--- src/rtl/slave_rx_flit_decoder.sv ---
// Receive-side flit decoder: turns the 40-bit header/address/data flit stream
// back into registered per-field outputs with one-cycle valid pulses.
module slave_rx_flit_decoder #(
  parameter int unsigned DATA_LINE_WIDTH = 40,
  parameter int unsigned WORD_SIZE       = 32
) (
  input  logic                       clk,
  input  logic                       rst,
  input  logic [DATA_LINE_WIDTH-1:0] i_flit,
  input  logic                       i_flit_valid,
  output logic                       o_flit_ready,
  input  logic                       i_slave_rx_ready,
  output logic [2:0]                 o_slave_rx_cmd,
  output logic                       o_slave_rx_cmd_valid,
  output logic [2:0]                 o_slave_rx_length,
  output logic                       o_slave_rx_length_valid,
  output logic [WORD_SIZE-1:0]       o_slave_rx_addr,
  output logic                       o_slave_rx_addr_valid,
  output logic [5:0]                 o_slave_rx_feature0,
  output logic                       o_slave_rx_feature0_valid,
  output logic [5:0]                 o_slave_rx_feature1,
  output logic                       o_slave_rx_feature1_valid,
  output logic [WORD_SIZE-1:0]       o_slave_rx_data,
  output logic                       o_slave_rx_data_valid,
  output logic                       o_err
);

  localparam logic [1:0] ST_IDLE = 2'd0;
  localparam logic [1:0] ST_ADDR = 2'd1;
  localparam logic [1:0] ST_DATA = 2'd2;

  localparam logic [2:0] CMD_RD_REQ = 3'd0;
  localparam logic [2:0] CMD_WR_REQ = 3'd1;
  localparam logic [2:0] CMD_RD_RSP = 3'd2;
  localparam logic [2:0] LEN_MAX    = 3'd5;

  logic [1:0]           state_q, state_d;
  logic [4:0]           cnt_q, cnt_d;
  logic [2:0]           cmd_d, len_d;
  logic [WORD_SIZE-1:0] addr_d, data_d;
  logic [5:0]           f0_d, f1_d;
  logic                 cmd_v_d, len_v_d, addr_v_d, f0_v_d, f1_v_d, data_v_d, err_d;

  logic                 accept;
  logic                 hdr_mode, hdr_valid;
  logic [2:0]           hdr_cmd, hdr_len;
  logic [4:0]           hdr_cnt;

  assign o_flit_ready = i_slave_rx_ready && !rst;
  assign accept       = i_flit_valid && o_flit_ready;

  assign hdr_mode  = i_flit[0];
  assign hdr_valid = i_flit[1];
  assign hdr_cmd   = i_flit[4:2];
  assign hdr_len   = i_flit[7:5];
  // Only meaningful for length <= 5; longer codes are rejected before use.
  assign hdr_cnt   = 5'((6'd1 << hdr_len) - 6'd1);

  // Next-state and next-output decode
  always_comb begin
    state_d  = state_q;
    cnt_d    = cnt_q;
    cmd_d    = o_slave_rx_cmd;
    len_d    = o_slave_rx_length;
    addr_d   = o_slave_rx_addr;
    f0_d     = o_slave_rx_feature0;
    f1_d     = o_slave_rx_feature1;
    data_d   = o_slave_rx_data;
    cmd_v_d  = 1'b0;
    len_v_d  = 1'b0;
    addr_v_d = 1'b0;
    f0_v_d   = 1'b0;
    f1_v_d   = 1'b0;
    data_v_d = 1'b0;
    err_d    = 1'b0;

    case (state_q)
      ST_IDLE: begin
        if (accept && hdr_valid) begin
          if (hdr_cmd > CMD_RD_RSP || hdr_len > LEN_MAX) begin
            err_d = 1'b1;
          end else begin
            cmd_d   = hdr_cmd;
            len_d   = hdr_len;
            cmd_v_d = 1'b1;
            len_v_d = 1'b1;
            cnt_d   = hdr_cnt;
            if (hdr_mode) begin
              f0_d   = i_flit[13:8];
              f1_d   = i_flit[19:14];
              f0_v_d = 1'b1;
              f1_v_d = 1'b1;
            end else if (hdr_cmd != CMD_RD_RSP) begin
              addr_d   = i_flit[8 +: WORD_SIZE];
              addr_v_d = 1'b1;
            end
            if (hdr_mode && hdr_cmd != CMD_RD_RSP) begin
              state_d = ST_ADDR;
            end else if (hdr_cmd != CMD_RD_REQ) begin
              state_d = ST_DATA;
            end
          end
        end
      end
      ST_ADDR: begin
        if (accept) begin
          addr_d   = i_flit[WORD_SIZE-1:0];
          addr_v_d = 1'b1;
          state_d  = (o_slave_rx_cmd == CMD_WR_REQ) ? ST_DATA : ST_IDLE;
        end
      end
      ST_DATA: begin
        // Terminal check precedes the decrement, so the counter never wraps.
        if (accept) begin
          data_d   = i_flit[WORD_SIZE-1:0];
          data_v_d = 1'b1;
          if (cnt_q == 5'd0) begin
            state_d = ST_IDLE;
          end else begin
            cnt_d = cnt_q - 5'd1;
          end
        end
      end
      default: state_d = ST_IDLE;
    endcase
  end

  // State, counter and registered outputs
  always_ff @(posedge clk) begin
    if (rst) begin
      state_q                   <= ST_IDLE;
      cnt_q                     <= 5'd0;
      o_slave_rx_cmd            <= 3'd0;
      o_slave_rx_cmd_valid      <= 1'b0;
      o_slave_rx_length         <= 3'd0;
      o_slave_rx_length_valid   <= 1'b0;
      o_slave_rx_addr           <= '0;
      o_slave_rx_addr_valid     <= 1'b0;
      o_slave_rx_feature0       <= 6'd0;
      o_slave_rx_feature0_valid <= 1'b0;
      o_slave_rx_feature1       <= 6'd0;
      o_slave_rx_feature1_valid <= 1'b0;
      o_slave_rx_data           <= '0;
      o_slave_rx_data_valid     <= 1'b0;
      o_err                     <= 1'b0;
    end else begin
      state_q                   <= state_d;
      cnt_q                     <= cnt_d;
      o_slave_rx_cmd            <= cmd_d;
      o_slave_rx_cmd_valid      <= cmd_v_d;
      o_slave_rx_length         <= len_d;
      o_slave_rx_length_valid   <= len_v_d;
      o_slave_rx_addr           <= addr_d;
      o_slave_rx_addr_valid     <= addr_v_d;
      o_slave_rx_feature0       <= f0_d;
      o_slave_rx_feature0_valid <= f0_v_d;
      o_slave_rx_feature1       <= f1_d;
      o_slave_rx_feature1_valid <= f1_v_d;
      o_slave_rx_data           <= data_d;
      o_slave_rx_data_valid     <= data_v_d;
      o_err                     <= err_d;
    end
  end

endmodule

--- config.mk ---
export PLATFORM = sky130hd
export DESIGN_NAME = slave_rx_flit_decoder
export DESIGN_NICKNAME = d
export VERILOG_FILES = /design/src/rtl/slave_rx_flit_decoder.sv
export SDC_FILE = /design/constraint.sdc
export NUM_CORES = 1
export LEC_CHECK = 0
export BUFFER_PORTS_ARGS = -buffer_cell sky130_fd_sc_hd__buf_2
export CAP_MARGIN = 25
export CORE_UTILIZATION = 50
export DETAILED_ROUTE_END_ITERATION = 10
export PLACE_DENSITY_LB_ADDON = 0.25
export SYNTH_ARGS = -nofsm -noshare
export SYNTH_HDL_FRONTEND = slang
export SYNTH_SLANG_ARGS = --single-unit
export TNS_END_PERCENT = 10
--- constraint.sdc ---
create_clock -name clk -period 3.3 [get_ports clk]
set_clock_uncertainty 0.15 [all_clocks]
set_input_delay 0.165 -clock clk [delete_from_list [all_inputs] [get_ports clk]]
set_output_delay 0.165 -clock clk [all_outputs]
set_load 0.02 [all_outputs]
* Word-level counts from Yosys, hierarchy flattened
Index checks and enable logic that the tools add are counted.
** Storage, ports and cells
- Register bits after elaboration :: 94
- Latch bits :: 0
- Bits in writable memories :: 0
- Bits in read-only memories :: 0
- Input bits :: 44
- Output and inout port bits :: 90
- Word-level logic and storage cells :: 84
- Memories kept :: 0
** Cells by class
- $add $sub $neg :: 2
- $mul :: 0
- Divide/modulo/power cells :: 0
- Order comparisons :: 2
- Eq/ne operators :: 13
- Shift-type cells :: 1
- Muxes and demuxes :: 29
- Bitwise logic cells :: 4
- Reductions and logical operators :: 20
** Operator list (number)
- $mux 32 :: 5
- $pmux 32 s2 :: 1
- $mux 5 :: 4
- $mux 2 :: 8
- $ne 2x2->1 const B :: 8
- $reduce_and 6->1 :: 2
- $pmux 5 s2 :: 1
- $sub 5x1->5 const B :: 2
- $mux 1 :: 8
- $pmux 2 s3 :: 1
- $logic_not 5->1 :: 1
- $reduce_and 5->1 :: 1
- $shl 1x3->5 const A :: 1
- $logic_and 1x1->1 :: 4
- $not 1->1 :: 4
- $reduce_and 4->1 :: 1
- $reduce_bool 2->1 :: 2
- $reduce_or 4->1 :: 1
- $eq 3x1->1 const B :: 1
- $gt 3x2->1 const B :: 1
- $gt 3x3->1 const B :: 1
- $ne 3x2->1 const B :: 1
- $ne 3x3->1 const B :: 1
- $reduce_and 3->1 :: 1
- other kinds (10) :: 10

* Logic depth before layout (Yosys ltp)
Gate-level depths: netlist (run 1).
- Depth in word-level cells :: 6
- Mapped depth :: 10
- Depth with buffers taken out :: 8

* Worst setup path after synthesis (run 1)
Ideal clock, no wire load.
- Kind :: flip-flop to flip-flop
- Start :: reg state_q[1]
- End :: reg cnt_q[2]
- Setup time :: 0.077 ns
- Arrival time :: 1.939 ns
- Required time :: 3.073 ns
- Slack :: 1.134 ns
- Stages on the path, launching flop included :: 8
- Buffers on the path :: 1
- Period minus slack after synthesis :: 2.166 ns
- Cell sequence :: dfxtp_1 > clkbuf_1 > nand2b_1 > mux2i_1 > ha_1 > or3_1 > a211o_1 > a31oi_1
** On the way
- Longest elaborated chain between the ends :: 3
- Elaborated cells between the ends (all ways) :: 9
- Those cells by class :: eq/ne: 5; mux: 1; reduce/logical: 3
** RTL lines
- start, declared :: line 37 : logic [1:0] state_q, state_d;
- start signal, assigned :: line 147 : state_q <= state_d;
- $eq 2x2->1 or $logic_not 2->1 (tied branches) :: line 77 : case (state_q)
- $ne 2x2->1 (no line) or $reduce_bool 2->1 (tied branches)
- $reduce_and 5->1 (no line)
- end signal, assigned :: line 148 : cnt_q <= cnt_d;
- end, declared :: line 38 : logic [4:0] cnt_q, cnt_d;
Parallel ways exist; a longest one is shown, timed or not.
A chain may end at the register's enable or synchronous reset.

* Final worst setup path (run 1)
Ends and elaborated chain as after synthesis.

==> results, run 1 <==
- The min-delay analysis places its worst path in the category in2reg.
- Across the run, the number of max-cap violations was 0.
- Setup repair after global routing left no endpoint under its margin.
- The worst path setup slack after routing is slightly above 0.7 ns.
- The tree is rooted in a clkbuf_8.
- After the first detailed-routing iteration, the DRC count stood at between 150 and 200.
- In the final layout, flip-flops and latches occupy 1880 µm².
- The first-pass detailed-route iteration total is 5.
- After routing, the total negative slack on setup checks comes to 0 ns.
- The arrival time of the worst setup path is 2.72 ns.
- In this run the static leakage power is 2.37 nW.
- The detailed-route wire length per cell is 16.9 µm.
- For this design the ratio of total power to cell area is 394 nW/µm².
- The TritonCTS clock tree is done.
- The transition time of the tightest slew-check pin is 0.761 ns.
- The largest area contributor in the netlist is dfxtp_1.
- The number of synthesized flops with an enable pin is 0.
- Counting instances in the post-synthesis netlist gives the leading cell types as 94 x dfxtp_1, 78 x nand2_1, 52 x a21oi_1, 38 x mux2i_1, 35 x a211oi_1.
- Summed over all layers, the global routing overflow is 0.
- The layout has 697 filler cells.
- The total power is about 2.1 mW.
- For the worst-skew pair, the clock arrives at the later sink with an insertion delay of roughly 0.35 ns.
- The sequential-to-total area share from yosys stat is 44.3%.
- Setup violations remaining at the end of the flow were counted as 0.
- The number of pins with negative max-slew slack in the final report is 0.
- The H-tree was split into 3 levels.
- In the global route stage, overall resource usage came out at 27.3%.
- In this run the tightest slew margin relative to its limit is 49.2%.
- The repair_antennas step left the layout with diodes totalling 0.
- The routed design could run at a clock period as short as 2.58 ns.
- Relative to the synthesized area, the layout overhead comes to 26.6%.
- 134 I/O pins were placed.
- Measured along the x axis, the die boundary spans 94.2 µm.
- After detailed routing, the total wire length is 11.9 mm.
- In this run the biggest area consumer among cell types represents between 40% and 50% of the synthesized area.
- After detailed placement, the total cell area comes to 4870 µm².
- The type of the worst setup path is reg2reg.
- The count of yosys warnings during synthesis is 0.
- The worst setup path is launched from a flop.
- Using the TritonRoute via totals, the vias-per-cell ratio works out to 5.66.
- The final number of hold-violating endpoints is 0.
- The overall die area is 8870 µm².
- The average instance area after synthesis is 9.24 µm².
- The clock input transition at the sequential cells of the worst setup and hold paths is around 0.09 ns.
- After synthesis, the cell types taking the most area are dfxtp_1 44%, mux2i_1 8.9%, a211oi_2 8.5%, nand2_1 6.9%, a211oi_1 6.2%.
- The effective utilization at floorplan is 51.7%.
- The first global-routing pass estimated 18.7 mm of wire.
- The number of antenna violations at the first check in global routing came to 0.
- The number of buffers created by CTS is 9.
- The count of state elements after synthesis is 94.
- Cells fill 65.5% of the core in the end.
- Static timing analysis puts the maximum clock frequency at 387 MHz.
- The floorplan step set the die height to 94.2 µm.
- The pre-CTS setup slack is 0.748 ns.
- Entering global routing, the biggest net connects 61 pins.
- The clock net in this run drives a total of 94 sinks.
- The via count of the first global-routing pass was 3807.
- Of all nets on the critical path, the largest fanout is 13.
- The fraction of final layout cells sized beyond drive strength 1 is ~32%.
- The area of the multi-input gates is between 2000 and 2500 µm².
- The most frequent cell after synthesis is dfxtp_1.
- The run finished with clean final reports.
- The routability-driven placement congestion ratio is 0.850.
- The total via count after detailed routing is 3996.
- The required time at the endpoint of the critical path is 3.43 ns.
- The cell area after layout is 5380 µm².
- The post-synthesis instance total is 460.
- The final worst-path cycle share is 78.2%.
- After the last flow step, the layout net total stands at roughly 640.
- Synthesis instantiated 49 different standard cells from the library.
- The cell area after technology mapping is 4250 µm².
- When the netlist entered floorplanning its net count stood at 505.
- The total of buffers placed on input and output ports is 133.
- The worst-case vdd ir drop is 251 µV.
- The number of nets still failing antenna checks after routing is 0.
- The floorplan step defined a core boundary enclosing 8220 µm².
- The clock passes through at most 2 buffers.
- In the synthesized netlist the dominant register cell turns out to be dfxtp_1.
- The proportion of synthesized flip-flops having asynchronous set or reset is 0%.
- The sum of net half-perimeters after detailed placement is 7.68 mm.
- STA classifies the critical path endpoint as a flop.
- In this run the core area contains 33 standard-cell rows.
- After detailed routing, the number of remaining DRC violations is 0.
[registers in the layout, summed over array words and instances (netlist names)]
signal,flops
o_slave_rx_feature0,6
o_err,1
o_slave_rx_data_valid,1
o_slave_rx_feature1_valid,1
o_slave_rx_addr,32
o_slave_rx_cmd,3
o_slave_rx_feature1,6
o_slave_rx_length,3
o_slave_rx_addr_valid,1
state_q,2
cnt_q,5
o_slave_rx_data,32
o_slave_rx_length_valid,1
[worst paths after layout]
kind	cells past startpoint	start	to	slack, ns
setup reg to reg	6	state_q[1]	cnt_q[2]	0.72
hold / removal	3	i_flit[37]	o_slave_rx_addr[29]	0.03
hold reg to reg	2	o_slave_rx_data[28]	o_slave_rx_data[28]	0.31
setup / recovery	6	state_q[1]	cnt_q[2]	0.72
[through the flow]
step,hold slack [ns],std cells
floorplan,0.151,460
global placement,0.280,659
detailed placement,0.293,659
CTS,0.0136,706
global route,0.0193,706
finish,0.0268,706
[cells in the final DEF (no fill, tap or decap), drive strengths merged, types with 2 or more instances in the layout]
cell / instances
nor3b: 3
nor3: 4
clkbuf: 10
o21a: 2
nand2b: 3
a21oi: 52
clkinv: 2
nor2b: 7
nand3b: 2
dlygate4sd3: 31
nor4b: 2
a21o: 2
nor2: 12
and3b: 2
o21ai: 4
or3b: 2
dfxtp: 94
nor4bb: 2
mux2i: 38
nand3: 15
nor4: 3
nand2: 78
clkinvlp: 2
a211oi: 64
buf: 140
inv: 4
[power breakdown]
group | switching [mW] | internal [mW]
logic | 0.122 | 0.0820
registers | 0.00475 | 1.14
clock network | 0.415 | 0.356
total | 0.541 | 1.58
[routing by layer]
metal  vias to the layer above  GRT usage, %  share of wire [%]
met5                         -             0                  0
met4                         0          11.8                1.9
met3                        18          5.91                6.7
met2                       152          45.7                 49
met1                      1893          33.3                 42
li1                       1933             -                  -
[kinds of logic after synthesis]
group | synth area share, %
AO/OA/AOI/OAI | 24.9
flip-flops | 44.3
buffers and inverters | 5.89
multiplexers | 9.21
adder cells (fa/ha/maj) | 0.294
AND/OR/NAND/NOR | 15.5
[repair_timing]
| item | in CTS | in global routing |
|---|---|---|
| setup buffers | 0 | 0 |
| resized for setup | 0 | 0 |
| setup endpoints to repair | 0 | 0 |
| endpoints found under the hold margin | 44 | 0 |
| hold buffers | 31 | 0 |
[cell type report]
type	instances	area share (%)
tap	105	2.44
clock buffer	10	2.37
multi-input combinational	317	39.5
sequential	94	35.0
timing repair buffer	171	19.2
inverter	3	0.209
clock inverter	6	1.30
[critical path: stages (launching register included)]
cell and delay (ns):
dfxtp_1 0.55, nor2b_1 0.51, a22oi_1 0.18, ha_1 0.30, or3_1 0.38, a211o_1 0.30, a31oi_1 0.15
No activity file was read; power rests on OpenSTA's default activity.
==> run 2: changes to the inputs <==
Settings changed: ABC_AREA set to 1.
Clock period 3.3 ns to 2.7 ns, I/O delays scaled along.
==> run 2 against run 1 <==
Register-to-register slack worse by 0.40 ns. Sequential power up 25%. Clock power up 23%. Final area up 1.6%. Die area down 2.7%.
==> results, run 2 <==
- The flow ran to the end, and the final reports show no timing, DRC or antenna violations.
- The root buffer selected by CTS is clkbuf_8.
- The min-delay analysis places its worst path in the category in2reg.
- The number of DRC markers in iteration 0 came to 225 (+17%).
- The clock sink total is 94 (unchanged).
- The later-pin clock latency in the skew report is 0.36 ns (about the same).
- The routability-driven placement congestion ratio is 0.886 (+4.2%).
- The final worst-path cycle share came to 88.2% (+9.9 points).
- Relative to the synthesized area, the layout overhead comes to 32.3%.
- The sum of net half-perimeters after detailed placement came to 8.25 mm (+7.4%).
- The maximum number of pins on one net before global-route repair is 66 (+8.2%).
- The average instance area after synthesis was 6.65 µm² (-28%).
- The post-route core utilization is 69.7% (+4.2 points).
- The placeable core region came to 7850 µm² (-4.5%).
- For hold timing, the worst endpoint is o_slave_rx_length[2].
- The aggregate negative setup slack is 0 ns (unchanged).
- The number of distinct standard cells referenced by the synthesized netlist is 25 (-49%).
- Setup repair after global routing left no endpoint under its margin.
- The overflow left after global routing came to 0 (unchanged).
- The fraction of final layout cells sized beyond drive strength 1 is 21.2% (-11 points).
- The number of standard-cell rows in the floorplan is 32 (-3.0%).
- The transition time of the tightest slew-check pin is 0.588 ns (-0.174 ns).
- The type of the worst setup path is reg2reg.
- The number of antenna repair diodes is 0 (unchanged).
- The number of pins with negative max-slew slack in the final report is 0 (unchanged).
- The arrival time of the worst setup path is 2.55 ns (-0.17 ns).
- The detailed-route DRC error count was 0 (unchanged).
- The total via count after detailed routing is 4387 (+9.8%).
- The total of buffers placed on input and output ports is 133 (unchanged).
- The worst hold-check slack is 0.0413 ns (+0.0145 ns).
- The overall die area was 8640 µm² (-2.7%).
- The total power is 2.84 mW (+34%).
- The number of endpoints failing setup at the final stage is 0 (unchanged).
- The number of gates given a new drive strength after cts is 0 (unchanged).
- The post-cts hold buffer count was 43 (+39%).
- The internal reg-to-reg setup slack is 0.32 ns (-0.40 ns).
- The hold path startpoint is i_flit[7].
- The sequential-to-total area share from yosys stat is 45.5% (+1.2 points).
- The pre-CTS setup slack is 0.706 ns (-0.0421 ns).
- The worst slew slack as a fraction of its limit came to 60.8% (+12 points).
- The most frequent cell after synthesis is nand2_1.
- The number of synthesized flops with an enable pin was 0 (unchanged).
- The number of nets produced by synthesis is 667 (+32%).
- The number of nets still failing antenna checks after routing came to 0 (unchanged).
- In the post-synthesis netlist, the biggest area contributors are dfxtp_1 46%, nand2_1 14%, nor2_1 13%, o21ai_0 7.4%, inv_1 5.9%.
- The number of buffers created by CTS came to 9 (unchanged).
- The depth of the CTS H-tree is 3 (unchanged).
- In the layout the commonest cells are 155 x nand2_1, 140 x nor2_1, 133 x buf_2, 94 x dfxtp_1, 64 x inv_1.
- The die boundary height was 92.9 µm (-1.3%).
- The wire length of the first global-routing pass is 20.4 mm (+9.0%).
- The count of yosys warnings during synthesis is 0 (unchanged).
- Ranked by instance count, the synthesized netlist is headed by 155 x nand2_1, 140 x nor2_1, 94 x dfxtp_1, 65 x inv_1, 61 x o21ai_0.
- The worst-case vdd ir drop is 342 µV (+36%).
- The via count of the first global-routing pass is 4288 (+13%).
- The count of state elements after synthesis is 94 (unchanged).
- The required time at the endpoint of the critical path is 2.87 ns (-0.56 ns).
- The buffer levels on the longest clock path was 2 (unchanged).
- The number of cells on the worst hold path is 3 (unchanged).
- The worst register-to-register path begins at state_q[1].
- The clock input transition at the sequential cells of the worst setup and hold paths is 0.10 ns (about the same).
- The library cell used most frequently in the layout, excluding fill and tap cells, is nand2_1.
- The proportion of synthesized flip-flops having asynchronous set or reset was 0% (unchanged).
- The first-pass detailed-route iteration total is 5 (unchanged).
- The standby leakage power is 3.05 nW (+29%).
- The TritonCTS clock tree is done.
- The detailed-route wire length was 12.5 mm (+4.6%).
- The cell count of the worst reg-to-reg path is 6 (unchanged).
- The reg-to-reg endpoint is o_slave_rx_data[1].
- The share of the synthesized area in the top cell type came to 45.5% (+1.2 points).
- The power per cell area is 519 nW/µm² (+32%).
- The post-synthesis instance total is 622 (+35%).
- The worst setup path is captured at a flop.
- The detailed-route wire length per cell was 14.0 µm (-17%).
- The startpoint class of the critical path is a flop.
- The mean number of vias per cell was 4.94 (-13%).
- The cell area after technology mapping is 4130 µm² (-2.7%).
- The number of nets in the finished design is 826 (+29%).
- The max-cap check violation count is 0 (unchanged).
- The maximum fanout encountered on the critical timing path was 32 (+19).
- The largest area contributor in the netlist is dfxtp_1.
- The number of filler instances in the final layout was 692 (-0.72%).
- The effective utilization at floorplan is 52.7% (+0.95 points).
- The worst path setup slack after routing was 0.320 ns (-0.399 ns).
- The final number of hold-violating endpoints is 0 (unchanged).
- The total track usage is 30.4% (+3.1 points).
- The number of buffers inserted to repair setup after CTS is 0 (unchanged).
- The minimum clock period after layout is 2.38 ns (-0.201 ns).
- The I/O pin total was 134 (unchanged).
- The highest attainable clock frequency is 420 MHz (+8.5%).
- The largest registers in the layout are o_slave_rx_addr (32), o_slave_rx_data (32).
- The horizontal die dimension came to 92.9 µm (-1.3%).
- The main flop type after synthesis is dfxtp_1.
- The number of antenna violations at the first check in global routing is 0 (unchanged).
-- run 2: worst max path at each step --
stage | from | endpoint | slack (ns) | depth (start not counted)
after global routing | state_q[1] | o_slave_rx_data[1] | 0.14 | 6
after detailed placement | state_q[1] | o_slave_rx_data[22] | 0.71 | 5
after CTS | state_q[1] | o_slave_rx_data[1] | 0.32 | 6
after global placement | state_q[1] | o_slave_rx_data[18] | 0.82 | 5
final | state_q[1] | o_slave_rx_data[1] | 0.32 | 6
after floorplan | state_q[1] | cnt_q[4] | 1.05 | 13
-- run 2: area by class of cell --
| class | instances | area (µm²) | area share (%) |
|---|---|---|---|
| Clock buffer | 10 | 128 | 2.33 |
| Clock inverter | 6 | 71.3 | 1.30 |
| Inverter | 68 | 255 | 4.67 |
| Multi-Input combinational cell | 426 | 1830 | 33.4 |
| Sequential cell | 94 | 1880 | 34.4 |
| Tap cell | 102 | 128 | 2.33 |
| Timing Repair Buffer | 182 | 1180 | 21.6 |
-- run 2: power by group --
group | total [mW] | internal, mW | switching [mW] | leakage, nW
logic | 0.445 | 0.166 | 0.279 | 2.20
clock network | 0.951 | 0.435 | 0.516 | 0.0931
registers | 1.44 | 1.42 | 0.0200 | 0.758
total | 2.84 | 2.02 | 0.815 | 3.05
-- run 2: per-layer routing --
layer,wire [µm],up-vias,GRT usage (%)
met1,5560,1932,40.4
met3,909,32,6.40
li1,-,2230,-
met5,0,-,0
met4,331,0,13.3
met2,5650,193,47.2
-- run 2: worst max-delay path, cell delays in order (launching register included) --
cell and delay, ns:
dfxtp_1 0.43, nand2_1 0.28, nor2_4 0.46, buf_12 0.24, nor2_1 0.06, a211oi_1 0.15
dlygate4sd3_1 0.56
-- run 2: cells by family after synthesis --
logic type | synth area share (%)
buf+inv | 10.6
simple gates | 30.7
flops | 45.5
fa+ha+maj | 0.303
xor+xnor | 0.212
compound gates | 12.7
-- run 2: metrics by stage --
step,area [µm²],std cells
5_1_grt,5470,888
3_3_place_gp,4840,829
2_1_floorplan,4130,622
3_5_place_dp,4840,829
6_report,5470,888
4_1_cts,5470,888
